$ cat config.mk
export PLATFORM = sky130hd
export DESIGN_NAME = multicycle_ctrl
export DESIGN_NICKNAME = d
export VERILOG_FILES = /design/src/rtl/multicycle_ctrl.sv
export SDC_FILE = /design/constraint.sdc
export NUM_CORES = 1
export LEC_CHECK = 0
export CAP_MARGIN = 20
export CORE_MARGIN = 5
export CORE_UTILIZATION = 35
export DETAILED_ROUTE_END_ITERATION = 10
export PLACE_DENSITY_LB_ADDON = 0.15
export SLEW_MARGIN = 10
export SYNTH_ARGS = -nofsm -noshare
export SYNTH_HDL_FRONTEND = slang
export SYNTH_SLANG_ARGS = --single-unit
$ cat constraint.sdc
create_clock -name clk -period 3.6 [get_ports clk]
set_clock_uncertainty 0.15 [all_clocks]
set_input_delay 0.72 -clock clk [delete_from_list [all_inputs] [get_ports clk]]
set_output_delay 0.72 -clock clk [all_outputs]
set_load 0.05 [all_outputs]
$ cat src/rtl/multicycle_ctrl.sv
// Multicycle RV32-subset control FSM: sequences fetch/decode/execute/memory/writeback
// and produces datapath strobes, a sticky illegal-opcode flag and a retire counter.
module multicycle_ctrl #(
    parameter int Width = 32
) (
    input  logic             clk,
    input  logic             rst_n,
    input  logic [Width-1:0] instr,
    input  logic             mem_ready,
    input  logic             br_taken,
    output logic             mem_req,
    output logic             mem_we,
    output logic             i_or_d,
    output logic             ir_we,
    output logic             pc_we,
    output logic             reg_we,
    output logic [1:0]       pc_src,
    output logic             alu_src_b,
    output logic [1:0]       alu_op,
    output logic [1:0]       wb_sel,
    output logic [2:0]       imm_sel,
    output logic [3:0]       state,
    output logic             illegal,
    output logic [Width-1:0] retired
);

    typedef enum logic [3:0] {
        S_FETCH    = 4'd0,
        S_DECODE   = 4'd1,
        S_EXEC     = 4'd2,
        S_WB_ALU   = 4'd3,
        S_MEM_ADDR = 4'd4,
        S_MEM_RD   = 4'd5,
        S_WB_MEM   = 4'd6,
        S_MEM_WR   = 4'd7,
        S_BRANCH   = 4'd8,
        S_JAL      = 4'd9,
        S_JALR     = 4'd10,
        S_TRAP     = 4'd15
    } state_t;

    localparam logic [6:0] OP_REG    = 7'b0110011;
    localparam logic [6:0] OP_IMM    = 7'b0010011;
    localparam logic [6:0] OP_LOAD   = 7'b0000011;
    localparam logic [6:0] OP_STORE  = 7'b0100011;
    localparam logic [6:0] OP_BRANCH = 7'b1100011;
    localparam logic [6:0] OP_JAL    = 7'b1101111;
    localparam logic [6:0] OP_JALR   = 7'b1100111;

    state_t           state_reg;
    state_t           state_next;
    logic [Width-1:0] retired_reg;
    logic             illegal_reg;
    logic             retire;

    logic             mem_req_dec;
    logic             mem_we_dec;
    logic             ir_we_dec;
    logic             pc_we_dec;
    logic             reg_we_dec;

    logic [6:0]       opcode;
    logic             unused_instr_bits;

    // The IR is stable from DECODE until the next fetch, so the opcode can steer
    // the operand selects of the states that follow it.
    assign opcode            = instr[6:0];
    assign unused_instr_bits = ^instr[Width-1:7];

    always_ff @(posedge clk or negedge rst_n) begin
        if (!rst_n) begin
            state_reg   <= S_FETCH;
            retired_reg <= '0;
            illegal_reg <= 1'b0;
        end else begin
            state_reg <= state_next;
            if (retire) begin
                retired_reg <= retired_reg + Width'(1);
            end
            if (state_next == S_TRAP) begin
                illegal_reg <= 1'b1;
            end
        end
    end

    always_comb begin
        state_next  = state_reg;
        mem_req_dec = 1'b0;
        mem_we_dec  = 1'b0;
        ir_we_dec   = 1'b0;
        pc_we_dec   = 1'b0;
        reg_we_dec  = 1'b0;
        i_or_d      = 1'b0;
        pc_src      = 2'b00;
        alu_src_b   = 1'b0;
        alu_op      = 2'b00;
        wb_sel      = 2'b00;
        imm_sel     = 3'd0;
        retire      = 1'b0;

        case (state_reg)
            S_FETCH: begin
                mem_req_dec = 1'b1;
                if (mem_ready) begin
                    ir_we_dec  = 1'b1;
                    pc_we_dec  = 1'b1;
                    state_next = S_DECODE;
                end
            end
            S_DECODE: begin
                case (opcode)
                    OP_REG, OP_IMM:    state_next = S_EXEC;
                    OP_LOAD, OP_STORE: state_next = S_MEM_ADDR;
                    OP_BRANCH:         state_next = S_BRANCH;
                    OP_JAL:            state_next = S_JAL;
                    OP_JALR:           state_next = S_JALR;
                    default:           state_next = S_TRAP;
                endcase
            end
            S_EXEC: begin
                alu_op = 2'b01;
                if (opcode == OP_IMM) begin
                    alu_src_b = 1'b1;
                    imm_sel   = 3'd1;
                end
                state_next = S_WB_ALU;
            end
            S_WB_ALU: begin
                reg_we_dec = 1'b1;
                retire     = 1'b1;
                state_next = S_FETCH;
            end
            S_MEM_ADDR: begin
                alu_src_b = 1'b1;
                if (opcode == OP_STORE) begin
                    imm_sel    = 3'd2;
                    state_next = S_MEM_WR;
                end else begin
                    imm_sel    = 3'd1;
                    state_next = S_MEM_RD;
                end
            end
            S_MEM_RD: begin
                mem_req_dec = 1'b1;
                i_or_d      = 1'b1;
                if (mem_ready) begin
                    state_next = S_WB_MEM;
                end
            end
            S_WB_MEM: begin
                reg_we_dec = 1'b1;
                wb_sel     = 2'b01;
                retire     = 1'b1;
                state_next = S_FETCH;
            end
            S_MEM_WR: begin
                mem_req_dec = 1'b1;
                mem_we_dec  = 1'b1;
                i_or_d      = 1'b1;
                imm_sel     = 3'd2;
                if (mem_ready) begin
                    retire     = 1'b1;
                    state_next = S_FETCH;
                end
            end
            S_BRANCH: begin
                imm_sel    = 3'd3;
                pc_src     = 2'b01;
                pc_we_dec  = br_taken;
                retire     = 1'b1;
                state_next = S_FETCH;
            end
            S_JAL: begin
                imm_sel    = 3'd4;
                reg_we_dec = 1'b1;
                wb_sel     = 2'b10;
                pc_we_dec  = 1'b1;
                pc_src     = 2'b01;
                retire     = 1'b1;
                state_next = S_FETCH;
            end
            S_JALR: begin
                imm_sel    = 3'd1;
                alu_src_b  = 1'b1;
                reg_we_dec = 1'b1;
                wb_sel     = 2'b10;
                pc_we_dec  = 1'b1;
                pc_src     = 2'b10;
                retire     = 1'b1;
                state_next = S_FETCH;
            end
            S_TRAP: begin
                state_next = S_TRAP;
            end
            default: begin
                state_next = S_TRAP;
            end
        endcase
    end

    // Strobes are gated by rst_n so nothing fires while reset is held, whatever the decode says.
    assign mem_req = mem_req_dec & rst_n;
    assign mem_we  = mem_we_dec  & rst_n;
    assign ir_we   = ir_we_dec   & rst_n;
    assign pc_we   = pc_we_dec   & rst_n;
    assign reg_we  = reg_we_dec  & rst_n;

    assign state   = state_reg;
    assign illegal = illegal_reg;
    assign retired = retired_reg;

endmodule
=== Word-level counts from Yosys, hierarchy flattened ===
Cells that the tools add are included.

* Reductions and logical operators: 10
* Bitwise operators: 5
* Eq/ne operators: 18
* $add $sub $neg: 1
* Multiplexer cells: 22

{| class="wikitable"
|+ Operators by type and width
! kind !! count
|-
| adder 32 x 1 -> 32 bit (second input constant) || 1
|-
| one-hot mux 4 bit (7 select lines) || 1
|-
| == test 7 bit (second input constant) || 3
|-
| one-hot mux 4 bit (5 select lines) || 1
|-
| one-hot mux 3 bit (6 select lines) || 1
|-
| == test 4 x 3 -> 1 bit (second input constant) || 4
|-
| == test 4 bit (second input constant) || 4
|-
| == test 7 x 6 -> 1 bit (second input constant) || 2
|-
| two-way mux 4 bit || 3
|-
| OR reduction 2 bit || 6
|-
| two-way mux 1 bit || 9
|-
| == test 4 x 2 -> 1 bit (second input constant) || 2
|-
| one-hot mux 2 bit (2 select lines) || 2
|-
| == test 7 x 2 -> 1 bit (second input constant) || 1
|-
| == test 7 x 5 -> 1 bit (second input constant) || 1
|-
| bitwise AND 1 bit || 5
|-
| OR reduction 5 bit || 1
|-
| == test 4 x 1 -> 1 bit (second input constant) || 1
|-
| zero test 4 bit || 1
|-
| two-way mux 2 bit || 2
|-
| one-hot mux 1 bit (2 select lines) || 2
|-
| OR reduction 4 bit || 1
|-
| one-hot mux 1 bit (3 select lines) || 1
|-
| OR reduction 3 bit || 1
|}

* Logic and storage cells: 59
* Flip-flop bits (word level): 37
* Bits of input ports: 36
* Output and inout bits: 53

=== Logic depth before layout (Yosys ltp) ===
* Depth in word-level cells: 5
* Gate-level depth with buffers: 7
* Mapped depth without buffers: 5

=== Worst setup path after synthesis ===
Ideal clock, no wire load.

* Path type: register to output
* Start: reg state_reg[3], in the netlist state[3]
* End: out pc_we
* Buffers on the path: 1
* Stages on the path, launching flop included: 5
* Arrival: 2573 ps
* Path slack: 157 ps
* Data required time: 2730 ps
* Cell sequence: dfrtp_1 > clkbuf_1 > inv_1 > o32a_1 > nor3b_1

* Longest elaborated chain between the ends: 4
* Elaborated cells between the ends (all ways): 7
* Those cells by class: 3 x eq/ne; 1 x mux; 1 x bitwise; 2 x reduce/logical

{| class="wikitable"
|+ RTL lines
! element !! line !! text
|-
| start, declared || 50 || <nowiki>state_t state_reg;</nowiki>
|-
| start signal, assigned || 76 || <nowiki>state_reg <= state_next;</nowiki>
|-
| == test 4 bit || 101 || <nowiki>case (state_reg)</nowiki>
|-
| OR reduction 2 bit (no source line) || n/a ||
|-
| one-hot mux 1 bit (3 select lines) (*) || 101 ||
|-
| bitwise AND 1 bit (*) || 205 || <nowiki>assign pc_we = pc_we_dec & rst_n;</nowiki>
|-
| end, declared || 15 || <nowiki>output logic pc_we,</nowiki>
|}

Every way passes the cells marked *; elsewhere a longest branch is shown, timed or not.

=== Worst setup path after layout ===
* Start: in instr[3]
* End: out imm_sel[0]

* Longest elaborated chain between the ends: 3
* Elaborated cells between the ends (all ways): 5
* Those cells by class: 2 x eq/ne; 3 x mux

{| class="wikitable"
|+ RTL lines
! element !! line !! text
|-
| start, declared || 8 || <nowiki>input logic [Width-1:0] instr,</nowiki>
|-
| == test 7 x 6 -> 1 bit or == test 7 x 5 -> 1 bit (tied branches) || 135, 122 ||
|-
| two-way mux 2 bit or two-way mux 1 bit (tied branches) || 135, 122 ||
|-
| one-hot mux 3 bit (6 select lines) (*) || 101 ||
|-
| end, declared || 21 || <nowiki>output logic [2:0] imm_sel,</nowiki>
|}

Marked as above.

==> results.sh <==
export IMPL_drv_slew=0
export IMPL_status="complete, no violations"
export IMPL_synthArstFlopShare_pct=100.0
export IMPL_final_util_pct=49.59
export IMPL_fin_cells=358
export IMPL_dp_hpwl_mm=3.723
export IMPL_synth_area_leaders="dfrtp_1 45%, xnor2_1 10%, nand2_1 4.0%"
export IMPL_critPathBufInv=2
export IMPL_worstSetupPathType="input port to primary output"
export IMPL_clk_pin_slew_ns=0.07
export IMPL_maxSlewHeadroom_pct=61.59
export IMPL_ys_types=46
export IMPL_initial_utilization_pct=35.48
export IMPL_cts_setup_buffers=0
export IMPL_synthesis_area_um2=2063
export IMPL_overflow=0
export IMPL_cts_sinks=37
export IMPL_htreeDepth=2
export IMPL_fin_crit_sh_pct=95.37
export IMPL_cp_arrival_ns=2.56
export IMPL_largest_register_ffs=32
export IMPL_diodes=0
export IMPL_top_usage_layer="met2"
export IMPL_maxCapViolCount=0
export IMPL_tns_ns=0
export IMPL_area_growth_synth_to_final_pct=39.78
export IMPL_ys_warn_count=0
export IMPL_final_nets=319
export IMPL_placedCellCount=350
export IMPL_design_area_um2=2884
export IMPL_critical_path_top_delay_family="simple AND/OR/NAND/NOR gates"
export IMPL_use_met3_pct=3.897
export IMPL_clockBufferDepth=2
export IMPL_dr_pass1_iters=4
export IMPL_critPathSlowestCell="clkdlybuf4s50_1"
export IMPL_grt_usage_pct=14.34
export IMPL_cts_made_buffers=5
export IMPL_synth_edf_count=0
export IMPL_ctsHoldBuffers=0
export IMPL_final_common_cell="clkdlybuf4s50_1"
export IMPL_critPathRequiredTime_ns=2.73
export IMPL_p_leak_nw=1.072
export IMPL_period_needed_ns=3.433
export IMPL_die_y_um=86.78
export IMPL_antenna_found_initial=0
export IMPL_crit_chain="clkdlybuf4s50_1 > nor4bb_1 > nand3_1 > or4_1 > o21ai_0 > buf_12"
export IMPL_grt_max_degree=29
export IMPL_drtIter0Drc=95
export IMPL_power_ir_vdd_worst_uv=202.6
export IMPL_cts_tree="built"
export IMPL_place_ws_ns=0.1640
export IMPL_yosysSeqAreaShare_pct=44.88
export IMPL_avgSynthCellArea_um2=9.464
export IMPL_ys_ff_latch=37
export IMPL_drt_total_wl_mm=5.024
export IMPL_power_mw=0.8148
export IMPL_route_detailed_drc=0
export IMPL_boundaryPins=89
export IMPL_ctsResizeCount=0
export IMPL_hold_slack_ns=0.1754
export IMPL_io_buffer_count=62
export IMPL_r2r_start="state[1]$_DFF_PN0_"
export IMPL_grt_pass1_vias=1774
export IMPL_hold_viol_final=0
export IMPL_hp_class="input port to async pin"
export IMPL_start_kind="input port"
export IMPL_crit_start="instr[3]"
export IMPL_core_area_um2=5816
export IMPL_slowest_delay_ns=0.48
export IMPL_crit_fanout=5
export IMPL_yosys_area_top_type="dfrtp_1"
export IMPL_layout_setup_ws_ns=0.1668
export IMPL_viasPerCell=5.092
export IMPL_die_area_um2=7531
export IMPL_root_buffer="clkbuf_8"
export IMPL_worst_slew_pin_slew_ns=0.5762
export IMPL_fmax_mhz=291.3
export IMPL_setup_viol=0
export IMPL_core_rowCount=28
export IMPL_cellPowerDensity_nw_per_um2=282.5
export IMPL_met2_usage_pct=20.98
export IMPL_rsz0062_at_grt="false"
export IMPL_drive_gt1_share_pct=10.95
export IMPL_final_cell_mix="53 x clkdlybuf4s50_1, 37 x dfrtp_1, 24 x xnor2_1, 22 x nand2_1, 17 x nor2_1"
export IMPL_synth_ff_type="dfrtp_1"
export IMPL_syn_inst=218
export IMPL_grt_first_pass_wirelength_mm=8.569
export IMPL_synth_top_cell_area_share_pct=44.88
export IMPL_routed_via_count=1823
export IMPL_crit_path_end_kind="primary output"
export IMPL_post_drt_wl_per_cell_um=14.03
export IMPL_finalWeightedCongestion=0.7522
export IMPL_r2r_setup_slack_ns=1.32
export IMPL_place_area_um2=2768
export IMPL_synth_nets=255
export IMPL_die_width_um=86.78
export IMPL_ant_nets=0
export IMPL_met1_usage_pct=20.45
export IMPL_clk_latency_ns=0.29
power by group:
| group | internal, mW | switching (mW) |
|---|---|---|
| Combinational | 0.0134 | 0.0196 |
| Sequential | 0.415 | 0 |
| Clock | 0.226 | 0.141 |
| Total | 0.655 | 0.160 |
cell usage after synthesis, drive strengths merged (2+ instances only):
library cell  count
and2              3
buf               2
nor4              6
o21ai             6
nor3              7
xor2              8
o21a              3
dfrtp            37
clkbuf            5
nor2             20
xnor2            24
nand2            22
nor3b             2
a211oi            2
nand2b            4
inv               3
nor2b             5
or2               2
a21oi             9
nand3            17
o211ai            2
nand4             9
or4               3
and3              4
per-layer routing:
layer	share of wire (%)	vias to the layer above
met5	0	-
met4	1.2	0
li1	-	897
met1	47	873
met2	46	46
met3	6.4	7
worst paths after layout:
path | endpoint | cells past startpoint
max in group asynchronous | retired[16]$_DFFE_PN0P_ | 2
worst min-delay path | retired[1]$_DFFE_PN0P_ | 1
worst max-delay path | imm_sel[0] | 6
worst min register to register | illegal$_DFFE_PN0N_ | 1
worst max register to register | retired[24]$_DFFE_PN0P_ | 5
min in group clk | illegal$_DFFE_PN0N_ | 1
cell families after synthesis:
logic type      count (synthesis)  share of synthesized area [%]
xor+xnor                       32                          13.58
mux                             1                         0.5457
fa+ha+maj                       1                         0.6063
compound gates                 29                          9.157
flops                          37                          44.88
buf+inv                        10                          2.365
other cells                     1                         0.1818
simple gates                  107                          28.68
worst register-to-register path: cells and delay by family (launching register included):
kind / cells / cell delay [ns]
and+or+nand+nor: 3 / 0.96
DFF: 1 / 0.64
xor gates and xnor gates: 1 / 0.15
AOI/OAI and AO/OA: 1 / 0.31
final cells by class:
class / count / area, um^2
clock buffer: 7 / 86.33
clock inverter: 1 / 30.03
fill: 579 / 2932
inverter: 3 / 11.26
multi-input combinational: 171 / 1089
sequential: 37 / 925.9
tap: 75 / 93.84
timing repair buffer: 64 / 648.1
Note: power is estimated with default switching activity, not from simulation.
